===== src/rtl/imem_loader.sv =====
// Byte-stream to instruction-RAM loader: a length byte N, then 4*N little-endian bytes,
// packed into 32-bit words with one write strobe each while the CPU is held in reset.
module imem_loader #(
  parameter int DEPTH = 64,
  parameter int CNT_W = 7
) (
  input  logic             clk,
  input  logic             rst,
  input  logic             start,
  input  logic [7:0]       rx_data,
  input  logic             rx_valid,
  output logic             rx_ready,
  output logic             wr_en,
  output logic [31:0]      wr_addr,
  output logic [31:0]      wr_data,
  output logic             cpu_hold,
  output logic             busy,
  output logic             done,
  output logic             err,
  output logic [CNT_W-1:0] words_loaded,
  output logic [2:0]       fsm_state
);

  localparam logic [2:0] S_IDLE  = 3'd0;
  localparam logic [2:0] S_LEN   = 3'd1;
  localparam logic [2:0] S_DATA  = 3'd2;
  localparam logic [2:0] S_WRITE = 3'd3;
  localparam logic [2:0] S_DONE  = 3'd4;
  localparam logic [2:0] S_ERR   = 3'd5;

  // Byte handshake: a byte moves on a rising edge where rx_valid && rx_ready.
  // rx_ready depends on state only, so an offered byte simply waits outside LEN/DATA.

  logic [2:0]       state;
  logic [CNT_W-1:0] n_words;
  logic [1:0]       byte_cnt;
  logic [23:0]      asm_word;
  logic             take;
  logic             len_bad;
  logic [CNT_W-1:0] next_count;
  logic [31:0]      word_addr;

  assign take       = rx_valid && rx_ready;
  assign len_bad    = (rx_data == 8'd0) || (32'(rx_data) > 32'(DEPTH));
  assign next_count = words_loaded + CNT_W'(1);
  // words_loaded doubles as the index of the word currently being assembled.
  assign word_addr  = {{(30 - CNT_W){1'b0}}, words_loaded, 2'b00};

  always_ff @(posedge clk) begin
    if (rst) begin
      state        <= S_IDLE;
      n_words      <= '0;
      byte_cnt     <= '0;
      asm_word     <= '0;
      words_loaded <= '0;
      wr_en        <= 1'b0;
      wr_addr      <= '0;
      wr_data      <= '0;
    end else begin
      wr_en   <= 1'b0;
      wr_addr <= '0;
      wr_data <= '0;
      case (state)
        S_IDLE, S_DONE, S_ERR: begin
          if (start) begin
            state        <= S_LEN;
            words_loaded <= '0;
            byte_cnt     <= '0;
            asm_word     <= '0;
          end
        end
        S_LEN: begin
          if (take) begin
            if (len_bad) begin
              state <= S_ERR;
            end else begin
              n_words <= CNT_W'(rx_data);
              state   <= S_DATA;
            end
          end
        end
        S_DATA: begin
          if (take) begin
            byte_cnt <= byte_cnt + 2'd1;
            case (byte_cnt)
              2'd0: asm_word[7:0]   <= rx_data;
              2'd1: asm_word[15:8]  <= rx_data;
              2'd2: asm_word[23:16] <= rx_data;
              default: begin
                // Top byte goes straight into the write register alongside the strobe.
                wr_en   <= 1'b1;
                wr_addr <= word_addr;
                wr_data <= {rx_data, asm_word};
                state   <= S_WRITE;
              end
            endcase
          end
        end
        S_WRITE: begin
          words_loaded <= next_count;
          state        <= (next_count == n_words) ? S_DONE : S_DATA;
        end
        default: state <= S_IDLE;
      endcase
    end
  end

  assign rx_ready  = (state == S_LEN) || (state == S_DATA);
  assign busy      = (state == S_LEN) || (state == S_DATA) || (state == S_WRITE);
  // ERR keeps the CPU held so a partial image never runs.
  assign cpu_hold  = busy || (state == S_ERR);
  assign done      = (state == S_DONE);
  assign err       = (state == S_ERR);
  assign fsm_state = state;

endmodule


===== config.mk =====
export PLATFORM = sky130hd
export DESIGN_NAME = imem_loader
export DESIGN_NICKNAME = d
export VERILOG_FILES = /design/src/rtl/imem_loader.sv
export SDC_FILE = /design/constraint.sdc
export NUM_CORES = 1
export LEC_CHECK = 0
export ABC_AREA = 1
export CORE_MARGIN = 2
export CORE_UTILIZATION = 45
export CTS_CLUSTER_DIAMETER = 120
export DETAILED_ROUTE_END_ITERATION = 12
export PLACE_DENSITY = 0.75
export RECOVER_POWER = 100
export SLEW_MARGIN = 20
export SYNTH_ARGS = -nofsm -noshare
export SYNTH_HDL_FRONTEND = slang
export SYNTH_SLANG_ARGS = --single-unit
export TNS_END_PERCENT = 10

===== constraint.sdc =====
create_clock -name clk -period 1.96 [get_ports clk]
set_input_delay 0.196 -clock clk [delete_from_list [all_inputs] [get_ports clk]]
set_output_delay 0.196 -clock clk [all_outputs]
set_load 0.1 [all_outputs]

### Word level (Yosys, flattened, before mapping)

Index checks and enable logic that the tools add are counted.

| storage, ports and cells | value |
|---|---|
| register bits after elaboration | 108 |
| bits in latches | 0 |
| RAM bits | 0 |
| ROM bits | 0 |
| input port bits | 12 |
| output and inout bits | 80 |
| word-level logic and storage cells | 72 |
| memories | 0 |

| operators by class | value |
|---|---|
| $add $sub $neg | 2 |
| multiply operators | 0 |
| div/mod/pow operators | 0 |
| order comparisons | 1 |
| equality and inequality tests | 15 |
| shift-type cells | 0 |
| multiplexer cells | 19 |
| bitwise logic cells | 3 |
| reduce and logical (&&, ||, !) cells | 21 |

Operators with widths:

| kind | number |
|---|---|
| 24-bit 2-to-1 mux | 2 |
| 24-bit case mux with 2 select lines | 1 |
| 8-bit 2-to-1 mux | 3 |
| 3-bit 2-to-1 mux | 6 |
| 4-bit AND reduction | 4 |
| 7-bit case mux with 2 select lines | 1 |
| 3-bit case mux with 4 select lines | 1 |
| 3-bit OR reduction | 3 |
| 8-bit by 7-bit greater-than comparator with 1-bit output, second input constant | 1 |
| 8-bit zero test | 1 |
| 2-bit != test, second input constant | 4 |
| 7-bit by 1-bit adder with 7-bit output, second input constant | 1 |
| 7-bit equality test | 1 |
| 7-bit 2-to-1 mux | 1 |
| 3-bit by 2-bit equality test with 1-bit output, second input constant | 2 |
| 3-bit equality test, second input constant | 2 |
| 2-bit by 1-bit != test with 1-bit output, second input constant | 3 |
| 3-bit AND reduction | 2 |
| 6-bit OR reduction | 1 |
| 1-bit logical OR | 4 |
| 2-bit 2-to-1 mux | 2 |
| 2-bit case mux with 2 select lines | 1 |
| 2-bit nonzero test | 2 |
| 3-bit by 1-bit equality test with 1-bit output, second input constant | 1 |
| 9 further kinds | 11 |

### Logic depth before layout (Yosys ltp)

| depth | value |
|---|---|
| word-level depth | 5 |
| mapped depth | 14 |
| mapped depth without buffers | 14 |

### Least setup slack after synthesis

No wires, ideal clock.

| path | value |
|---|---|
| path kind | reg2reg |
| from | register state[1], in the netlist fsm_state[1] |
| to | register state[2], in the netlist fsm_state[2] |
| library setup time | 71 ps |
| data arrival time | 2699 ps |
| data required time | 1889 ps |
| path slack | -809 ps |
| cell stages (with the launch flop) | 11 |
| path buffers | 0 |
| period minus slack after synthesis | 2769 ps |
| cells stage by stage | dfxtp_1 > inv_1 > nand2_1 > nor2_1 > inv_1 > nand2_1 > nand2_1 > nand2_1 > inv_1 > nand2_1 > a21oi_1 |

| between the ends | value |
|---|---|
| word-level cells in the longest chain between the ends | 5 |
| elaborated cells between the ends (all ways) | 15 |
| classes of those cells | 9 x eq/ne; 1 x mux; 5 x reduce/logical |

Ends and longest elaborated chain:

| item | line | text |
|---|---|---|
| start, declared | 34 | `logic [2:0] state;` |
| start signal, assigned | 101 | `state <= (next_count == n_words) ? S_DONE : S_DATA;` |
| 3-bit by 1-bit equality test with 1-bit output / 3-bit by 2-bit equality test with 1-bit output (equally long branches) | 108 | `assign rx_ready = (state == S_LEN) \|\| (state == S_DATA);` |
| 1-bit logical OR (*) | 108 |  |
| net rx_ready | 12 | `output logic rx_ready,` |
| 1-bit logical AND (*) | 43 | `assign take = rx_valid && rx_ready;` |
| 2-bit != test (no source line) | - |  |
| 4-bit AND reduction (no source line) (*) | - |  |

Mark *: on every way through the listed nets, which the timed path passes. The rest lies on a longest branch.
A chain may end at the register's enable or synchronous reset.

### Worst setup path after layout

| path | value |
|---|---|
| from | register state[2], in the netlist fsm_state[2] |
| to | output rx_ready |

| between the ends | value |
|---|---|
| word-level cells in the longest chain between the ends | 2 |
| elaborated cells between the ends (all ways) | 3 |
| classes of those cells | 2 x eq/ne; 1 x reduce/logical |

Ends and longest elaborated chain:

| item | line |
|---|---|
| 3-bit by 1-bit equality test with 1-bit output / 3-bit by 2-bit equality test with 1-bit output (equally long branches) | 108 |
| 1-bit logical OR (*) | 108 |
| end, declared | 12 |

Every way passes the cells marked *; elsewhere a longest branch is shown, timed or not.

==> metrics <==
XOR/XNOR Fraction of Synth Area 0.519%; Slowest Stage Delay on Critical Path 0.37 ns; initial core utilization 46.5%; fin area 3950 sq um; nets 514; CTS Buf Count 9; H-tree levels 3; hold path cells 2; initial antenna violation count 0; Synth Area in Compound Gates 13.5%; layout cell share with drive strength beyond 1 20.1%; largest net degree at the start of global routing 40; Setup Viol. Count Final 0; leakage 1.75 nW; synth warn 0; Vias 2767; fraction of the yosys area taken by sequential cells 49.2%; Slew Limit Fails 0; Main synth FF type dfxtp_1; multiplexer area fraction after synthesis 0%; Avg Cell Area, Syn 7.87 sq um; Worst IR Drop VDD 0.000574 V; post-route ant nets 0; RSZ-0062 raised after global routing false; clock sink count 83; final hold violation count 0; Async SR Flop Fraction 0%; Iteration-0 DRC Markers 149; vias per cell 4.60; Final Cycle Share 88.8%; largest family of logic cells by synthesized area simple AND/OR/NAND/NOR gates; Chip Width 90.6 um; Simple-Gate Fraction of Synth Area 19.9%; CP required 1.76 ns; first-pass GRT wire length 11.6 mm; number of diodes 0; Synth area leader dfxtp_1; Core Footprint 7250 sq um; CTS tree built; Max-Cap Viols 0; num rows 31; GRT Total Usage 17.6%; dpl cell area 3980 sq um; setup_tns 0 ns; Crit path arrival time 1.54 ns; synthesized instance count 429; Max-slew headroom 53.3%; Yosys reg bits 83; crit path cell chain inv_1 > nand2_2 > nor2_4 > inv_2 > nand2_1 > buf_12; clock root buffer clkbuf_8; Max Buffers Root-to-Sink 2; startpoint types register; DR DRC count 0; Worst Path Max Fanout 14; via count of the first global-routing pass 2447; Syn Std Cell Area 3380 sq um; Worst Reg-to-Reg Cells 13; Worst-Skew Late Latency 0.35 ns; FMAX 575 MHz; kind of critical path register to output pin; WP buf/inv 3; I/O pins 92; Yosys cell types 30; PD cells 1060 nW/um^2; Area Overhead vs Synth 17.0%; wire per inst 11.7 um; PortBufs 66; Synth top area share 49.2%; routability cong. 0.843; Hold Crit Class register to register; Synth Area in Adders 1.85%; clk_skew 0.00994 ns; CP Depth 6; outcome finished, final reports clean; Die Height 90.6 um; CP max stage cell dfxtp_4; top post-synthesis cells by area dfxtp_1 49%, nor2_1 7.9%, nand2_1 6.3%, inv_1 6.1%, a21oi_1 6.1%; commonest non-fill, non-tap cell in the layout dfxtp_1; DP HPWL 5.11 mm; most frequent cells in the layout 74 x dfxtp_1, 70 x nor2_1, 57 x nand2_1, 56 x inv_1, 54 x clkbuf_2; Worst setup EP type output pin; First-pass DRT Iterations 5; Die Footprint 8210 sq um; Crit path max-delay family buffers and inverters; clk slew on worst S/H paths 0.08 ns; Post-synth EDFFs 0; gr ovfl total 0; Post-Route WL 7.02 mm; Period minus WS final 1.74 ns; Worst-Margin Slew 0.698 ns
metal layers:
metal  GRT usage (%)  vias up  share of wire, %
met3            4.17        9               5.7
li1                -     1426                 -
met4            7.05        0               1.4
met5               0        -                 0
met2            28.0       93                48
met1            23.0     1239                45
cells in the mapped netlist, types with 3 or more instances:
| library cell | count |
|---|---|
| buf_4 | 26 |
| a211oi_2 | 3 |
| o21ai_1 | 6 |
| dfxtp_1 | 83 |
| nand2_1 | 57 |
| ha_1 | 5 |
| buf_6 | 3 |
| clkbuf_1 | 6 |
| o21ai_0 | 22 |
| o21ai_4 | 3 |
| buf_2 | 5 |
| nand3_1 | 22 |
| inv_2 | 3 |
| nand4_1 | 3 |
| nor2_1 | 71 |
| inv_1 | 55 |
| a21oi_1 | 41 |
worst paths after layout:
| check | from | to | slack (ns) |
|---|---|---|---|
| setup / recovery | fsm_state[2] | rx_ready | 0.22 |
| hold reg to reg | asm_word[12] | wr_data[12] | 0.44 |
| setup reg to reg | words_loaded[1] | fsm_state[2] | 0.24 |
| hold / removal | asm_word[12] | wr_data[12] | 0.44 |
cells by family after synthesis:
kind of cell	Yosys count
compound gates	78
xor+xnor	2
fa+ha+maj	5
buf+inv	100
flops	83
other cells	1
simple gates	160
worst min-delay path, cell delays in order (launching register included):
cell	delay, ns
dfxtp_1	0.31
inv_1	0.06
nor2_1	0.04
power breakdown:
part / internal (mW) / switching [mW] / leakage (nW)
combinational: 0.222 / 0.841 / 0.966
sequential: 1.82 / 0.0559 / 0.679
clock: 0.630 / 0.605 / 0.104
metrics by stage:
step | setup slack, ns | cells | hold slack [ns] | power (mW) | utilization (%)
floorplan | 0.0488 | 453 | 0.331 | 2.91 | -
global placement | 0.0551 | 585 | 0.429 | 3.07 | 54.9
detailed placement | -0.0264 | 585 | 0.430 | 3.09 | 54.9
CTS | 0.200 | 601 | 0.441 | 4.32 | 57.7
global route | 0.0202 | 601 | 0.465 | 4.39 | 54.4
finish | 0.220 | 601 | 0.442 | 4.18 | 54.4
sequential cells by signal, indices dropped and copies added (netlist names):
register	flops
byte_cnt	2
asm_word	24
n_words	7
wr_addr	7
wr_en	1
fsm_state	3
words_loaded	7
wr_data	32
cell type report:
class | count | area, sq um
Tap cell | 99 | 124
Multi-Input combinational cell | 270 | 1260
Clock inverter | 5 | 58.8
Fill cell | 706 | 3300
Sequential cell | 83 | 1680
Clock buffer | 11 | 141
Timing Repair Buffer | 74 | 458
Inverter | 59 | 224
timing repair:
item                                    4_1_cts  5_1_grt
hold buffers                                  0        0
endpoints found under the setup margin        0        1
buffers inserted                              0        0
gates resized for setup                       0        1
No activity file was read; power rests on OpenSTA's default activity.
